==> src/rtl/audio_player_pkg.sv <==
// Shared types and constants for the audio FIFO playback path.
// Stereo words carry the left channel in the upper half and the right channel in the lower half.
package audio_player_pkg;

  typedef enum logic [1:0] {
    IDLE,
    PLAY,
    PAUSED,
    DRAIN
  } state_t;

  localparam int DEFAULT_SAMPLE_W    = 16;
  localparam int DEFAULT_START_LEVEL = 256;

  // Channel slice bounds within a 2*sample_w stereo word.
  function automatic int l_msb(input int sample_w);
    return 2 * sample_w - 1;
  endfunction

  function automatic int l_lsb(input int sample_w);
    return sample_w;
  endfunction

  function automatic int r_msb(input int sample_w);
    return sample_w - 1;
  endfunction

endpackage

==> src/rtl/rate_tick_gen.sv <==
// Sample-period divider: counts clk cycles while enabled and flags the last cycle of each period.
// The count freezes while disabled and is forced to zero by clear.
module rate_tick_gen #(
  parameter int DIV_W = 32
) (
  input  logic             clk,
  input  logic             reset_n,
  input  logic             enable,
  input  logic             clear,
  input  logic [DIV_W-1:0] div_freq,
  output logic             tick
);

  logic [DIV_W-1:0] count;
  logic             period_end;

  // div_freq is compared live, so a new value shortens or extends the period in flight.
  always_comb begin
    if (div_freq <= DIV_W'(1)) period_end = 1'b1;
    else                       period_end = (count >= div_freq - DIV_W'(1));
  end

  assign tick = enable && period_end;

  // NOTE: sequential state uses non-blocking assignments so every register samples pre-edge values.
  always_ff @(posedge clk) begin
    if (!reset_n || clear) count <= '0;
    else if (enable)       count <= period_end ? '0 : count + DIV_W'(1);
  end

endmodule

==> src/rtl/audio_fifo_player.sv <==
// Drains a show-ahead stereo sample FIFO at a programmable rate, presenting registered L/R samples
// with a one-cycle strobe, plus priming, pause, stop-with-flush and underflow accounting.
module audio_fifo_player
  import audio_player_pkg::*;
#(
  parameter int DATA_W      = 2 * DEFAULT_SAMPLE_W,
  parameter int SAMPLE_W    = DEFAULT_SAMPLE_W,
  parameter int DIV_W       = 32,
  parameter int USED_W      = 12,
  parameter int START_LEVEL = DEFAULT_START_LEVEL,
  parameter int UFLOW_W     = 16
) (
  input  logic                clk,
  input  logic                reset_n,
  input  logic [DIV_W-1:0]    div_freq,
  input  logic                pause,
  input  logic                stop,
  input  logic [DATA_W-1:0]   fifo_q,
  input  logic                fifo_empty,
  input  logic [USED_W-1:0]   fifo_used,
  output logic                fifo_rdreq,
  output logic [SAMPLE_W-1:0] sample_l,
  output logic [SAMPLE_W-1:0] sample_r,
  output logic                sample_strobe,
  output logic [UFLOW_W-1:0]  underflow_cnt,
  output logic                playing
);

  localparam int L_MSB = l_msb(SAMPLE_W);
  localparam int L_LSB = l_lsb(SAMPLE_W);
  localparam int R_MSB = r_msb(SAMPLE_W);

  if (DATA_W != 2 * SAMPLE_W) begin : g_bad_width
    $error("audio_fifo_player: DATA_W must equal 2*SAMPLE_W");
  end

  state_t state, next_state;
  logic   tick;
  logic   strobe_pending;

  rate_tick_gen #(.DIV_W(DIV_W)) u_rate_tick_gen (
    .clk      (clk),
    .reset_n  (reset_n),
    .enable   (state == PLAY),
    .clear    (state == IDLE),
    .div_freq (div_freq),
    .tick     (tick)
  );

  always_ff @(posedge clk) begin
    if (!reset_n) state <= IDLE;
    else          state <= next_state;
  end

  // NOTE: every always_comb output gets a default first so no path can infer a latch.
  always_comb begin
    next_state     = state;
    strobe_pending = 1'b0;
    fifo_rdreq     = 1'b0;
    case (state)
      IDLE: begin
        if (!stop && fifo_used >= USED_W'(START_LEVEL)) next_state = PLAY;
      end
      PLAY: begin
        // stop and pause both swallow a coincident tick: no read, no strobe.
        strobe_pending = tick && !stop && !pause;
        fifo_rdreq     = strobe_pending && !fifo_empty;
        if (stop)       next_state = DRAIN;
        else if (pause) next_state = PAUSED;
      end
      PAUSED: begin
        if (stop)        next_state = DRAIN;
        else if (!pause) next_state = PLAY;
      end
      DRAIN: begin
        fifo_rdreq = !fifo_empty;
        if (fifo_empty && !stop) next_state = IDLE;
      end
      default: next_state = IDLE;
    endcase
    if (!reset_n) fifo_rdreq = 1'b0;
  end

  always_ff @(posedge clk) begin
    if (!reset_n) begin
      sample_l      <= '0;
      sample_r      <= '0;
      sample_strobe <= 1'b0;
      underflow_cnt <= '0;
    end else begin
      sample_strobe <= strobe_pending;
      if (next_state == IDLE || next_state == DRAIN) begin
        sample_l <= '0;
        sample_r <= '0;
      end else if (strobe_pending && !fifo_empty) begin
        sample_l <= fifo_q[L_MSB:L_LSB];
        sample_r <= fifo_q[R_MSB:0];
      end
      if (state == IDLE && next_state == PLAY)
        underflow_cnt <= '0;
      else if (strobe_pending && fifo_empty && underflow_cnt != '1)
        underflow_cnt <= underflow_cnt + UFLOW_W'(1);
    end
  end

  assign playing = (state == PLAY);

endmodule
==> config.mk <==
export PLATFORM = sky130hd
export DESIGN_NAME = audio_fifo_player
export DESIGN_NICKNAME = d
export VERILOG_FILES = /design/src/rtl/audio_player_pkg.sv /design/src/rtl/rate_tick_gen.sv /design/src/rtl/audio_fifo_player.sv
export SDC_FILE = /design/constraint.sdc
export NUM_CORES = 1
export LEC_CHECK = 0
export ABC_AREA = 1
export BUFFER_PORTS_ARGS = -buffer_cell sky130_fd_sc_hd__buf_2
export CAP_MARGIN = 20
export CELL_PAD_IN_SITES_DETAIL_PLACEMENT = 0
export CELL_PAD_IN_SITES_GLOBAL_PLACEMENT = 1
export CORE_ASPECT_RATIO = 0.9
export CORE_MARGIN = 3
export CORE_UTILIZATION = 38
export DETAILED_ROUTE_END_ITERATION = 10
export PLACE_DENSITY_LB_ADDON = 0.05
export SETUP_SLACK_MARGIN = 0.05
export SYNTH_ARGS = -nofsm -noshare
export SYNTH_HDL_FRONTEND = slang
export SYNTH_SLANG_ARGS = --single-unit
==> constraint.sdc <==
create_clock -name clk -period 7.8 [get_ports clk]
set_clock_uncertainty 0.05 [all_clocks]
set_input_delay 2.34 -clock clk [delete_from_list [all_inputs] [get_ports clk]]
set_output_delay 2.34 -clock clk [all_outputs]
set_load 0.01 [all_outputs]
==> results.md <==
- CP Class: input port to output pin
- Status: completed
- Diodes inserted: 0
- Fin. Hold Viols: 0
- Synth warnings: 0
- Clock share of power: 45.0%
- Net Count, Synth: a little under 900
- Initial core utilization: between 30 and 40%
- Io pins: approximately 130
- Clock buffer depth: 2
- Final max-slew violation count: 0
- Slowest cell on crit path: ha_1
- DR vias: 5251
- Arrival @ worst endpoint: approximately 5.3 ns
- CTS tree: yes
- CTS H-Tree Depth: 3
- Core area: about 14000 µm²
- CP Launch Type: input port
- Crit path max fanout: 4
- Max-cap viol count: 0
- Final core occ: just under 50%
- Remaining DRCs: 0
- Layout net count: between 1000 and 1500
- Pwr/cell area: approximately 150 nW/µm²
- FILL cells: about 1400
- GRT Total Usage: 18.01%
- Largest stage delay on the critical path: 0.32 ns
- Die Ht: around 120 µm
- Part of the cycle the worst path needs: between 90% and 100%
- Horiz. Die Dim: 130.6 µm
- Synthesized cell area: 5306 µm²
- Crit path depth: 19
- CP required: roughly 5.4 ns
- Crit path time final: between 7 and 8 ns
- Setup TNS Final: 0 ns
- Seq pwr share: between 40% and 50%
- P_leak: about 3.0 nW
- Cell depth of the worst flop-to-flop path: 16
- WHS Path Cells: 2
- 1st-iter DRT viols: ~310
- First-pass GRT wire length: 22890 µm
- Worst setup EP type: output pin
- Grt ovf: 0
- Final WL: 14050 µm
- Reg2reg start: u_rate_tick_gen.count[15]
- Yosys reg bits: between 80 and 90
- Routed Antenna Nets: 0
- Worst path cell trace: buf_8, inv_6, nand2_4, nor4_4, nand4_1, nor2_2, nand2_2, nor4_4, xor2_1, ha_1, nand2_2, nor2_4, nand4_1, nor2_1, nand2_1, nand2_4, nand3_4, a211oi_2, buf_2
- Worst Setup SP: div_freq[3]
- Hold path startpoint: underflow_cnt[15]
- Final setup fails: 0
- Buf+Inv Stages, Crit Path: 3
- Crit-path leading delay family: simple AND/OR/NAND/NOR gates
- Reg clk slew, reported paths: ~0.060 ns
- Post-route design area: roughly 6600 µm²
- Library cells used by synthesis: 38
- Pre-antenna DRT Iters: 6
- RSZ-0062 raised after global routing: true
- Row cnt: 40
- Clock latency on the worst-skew pair: approximately 0.33 ns
- Avg Cell Area, Syn: between 6 and 7 µm²
- Clock tree sinks: 83
- Internal power: about 0.7 mW
- Fmax: between 100 and 150 MHz
- Worst hold path class: flip-flop to flip-flop
- Cts bufs inserted: 9
- Routability cong.: between 0.8 and 0.9
- Vias per inst: 4.871
- Switching power: 0.2360 mW
- Setup WS pre-CTS: 0.02601 ns
- Worst IR Drop VDD: approximately 0.00013 V
- Slew at the pin closest to its max-slew limit: approximately 0.73 ns
- Pin count of the biggest net entering global routing: 34
- Share of cells above drive strength 1: 21.10%
- Slew Limit Headroom: between 50% and 60%
- CTS Root Cell: clkbuf_16
- Combinational share of power: between 10% and 20%
- Wire length per cell: 13.04 µm
- PnR worst setup slack: ~0.14 ns
- Net Sw Frac: 24.66%
- Vias in the first global route: slightly below 5000
- HPWL Detailed: between 10000 and 15000 µm
- Overall power: 0.9571 mW
- Post-Synthesis Cells: 770
- Initial antenna violation count: 0
- Die area: ~15000 µm²
- Port Buffers: approximately 120
- DP Area: 6112 µm²
- Post-synthesis to final-layout area growth: 24.05%
- Register area share after synthesis: between 30% and 40%
## power by group through the flow
stage / clock network, mW / logic, mW / registers [mW]
global route: 0.462 / 0.113 / 0.426
CTS: 0.445 / 0.0960 / 0.426
finish: 0.431 / 0.100 / 0.426
detailed placement: 0 / 0.0954 / 0.436
floorplan: 0 / 0.0555 / 0.436
global placement: 0 / 0.0937 / 0.436
## registers in the layout (all words and copies together), names as in the netlist
| register | cells |
|---|---|
| state | 2 |
| sample_l | 16 |
| u_rate_tick_gen.count | 32 |
| sample_strobe | 1 |
| underflow_cnt | 16 |
| sample_r | 16 |
## through the flow
step,hold WS [ns],std cells
after floorplan,0.4154,770
after global placement,0.4209,1056
after detailed placement,0.4291,1056
after CTS,0.4478,1072
after global routing,0.4804,1078
final,0.4401,1078
## worst paths after layout
check                           end  slack [ns]
setup / recovery         fifo_rdreq        0.14
hold / removal    underflow_cnt[15]        0.44
setup reg to reg        sample_l[2]        5.03
hold reg to reg   underflow_cnt[15]        0.44
## layout make-up
type / instances / area, µm² / share of cell area [%]
Clock inverter: 5 / 61.31 / 0.9314
Clock buffer: 11 / 242.7 / 3.688
Multi-Input combinational cell: 589 / 3322 / 50.47
Sequential cell: 83 / 1662 / 25.24
Timing Repair Buffer: 141 / 770.7 / 11.71
Tap cell: 168 / 210.2 / 3.193
Inverter: 81 / 314.1 / 4.771
## worst register-to-register path, stage by stage, from the launching register on
cell     delay [ns]
dfxtp_1        0.36
ha_1           0.32
nand2_1        0.07
nor2_1         0.14
nand2_1        0.08
nor2_1         0.11
nor2_1         0.05
nand2_1        0.08
nand2_1        0.10
nand2_4        0.10
nand3_4        0.06
buf_4          0.19
nor2_4         0.07
buf_4          0.32
inv_2          0.32
nor2_1         0.18
nor2_1         0.06
## kinds of logic (layout without fill, tap and decap cells)
logic type,count (synthesis),count (layout),synth area share [%]
simple gates,395,395,32.61
flops,83,83,31.31
compound gates,98,98,9.809
fa+ha+maj,37,37,8.724
buf+inv,98,238,7.804
xor+xnor,59,59,9.738
## layer usage
metal	track usage, %	part of all wire [%]
met1	25.59	49
met5	0	0
met3	4.991	5.1
met2	27.30	45
met4	3.663	0.90
## cell usage in the layout, fill, tap and decap left out, types with 3 or more instances in the layout
master       n
nor2_1     174
buf_2      121
nand2_1    116
dfxtp_1     83
inv_1       76
xor2_1      40
nand3_1     36
ha_1        36
a21oi_1     30
o21ai_0     29
o21ai_1     24
nor3_1      20
xnor2_1     19
buf_4       18
nand4_1     15
clkbuf_16    9
nor2_4       5
nor3_2       5
nor4_1       5
nor2_2       4
nand2_2      3
nor4_4       3
inv_2        3
a21o_1       3
## what timing repair did
item,4_1_cts,5_1_grt
endpoints found under the hold margin,0,0
pin swaps,0,19
resized for setup,1,34
hold buffers,0,0
buffers inserted,0,6
setup endpoints to repair,1,1
## synth_stat cells (all sizes together)
cell type / instances / share of area, %
a211oi: 3 / 0.42
a21o: 3 / 0.42
a21oi: 32 / 3.0
a31oi: 2 / 0.24
and2: 1 / 0.12
buf: 10 / 1.6
clkbuf: 7 / 0.52
dfxtp: 83 / 31
ha: 37 / 8.7
inv: 81 / 5.7
nand2: 121 / 8.7
nand3: 38 / 3.8
nand4: 16 / 2.0
nor2: 183 / 13
nor3: 25 / 2.5
nor3b: 1 / 0.14
nor4: 9 / 1.7
o211a: 1 / 0.19
o21ai: 54 / 5.1
o22ai: 1 / 0.12
o31ai: 1 / 0.14
o32ai: 1 / 0.17
or2: 1 / 0.12
xnor2: 19 / 3.1
xor2: 40 / 6.6
(Power assumes the default switching activity.)
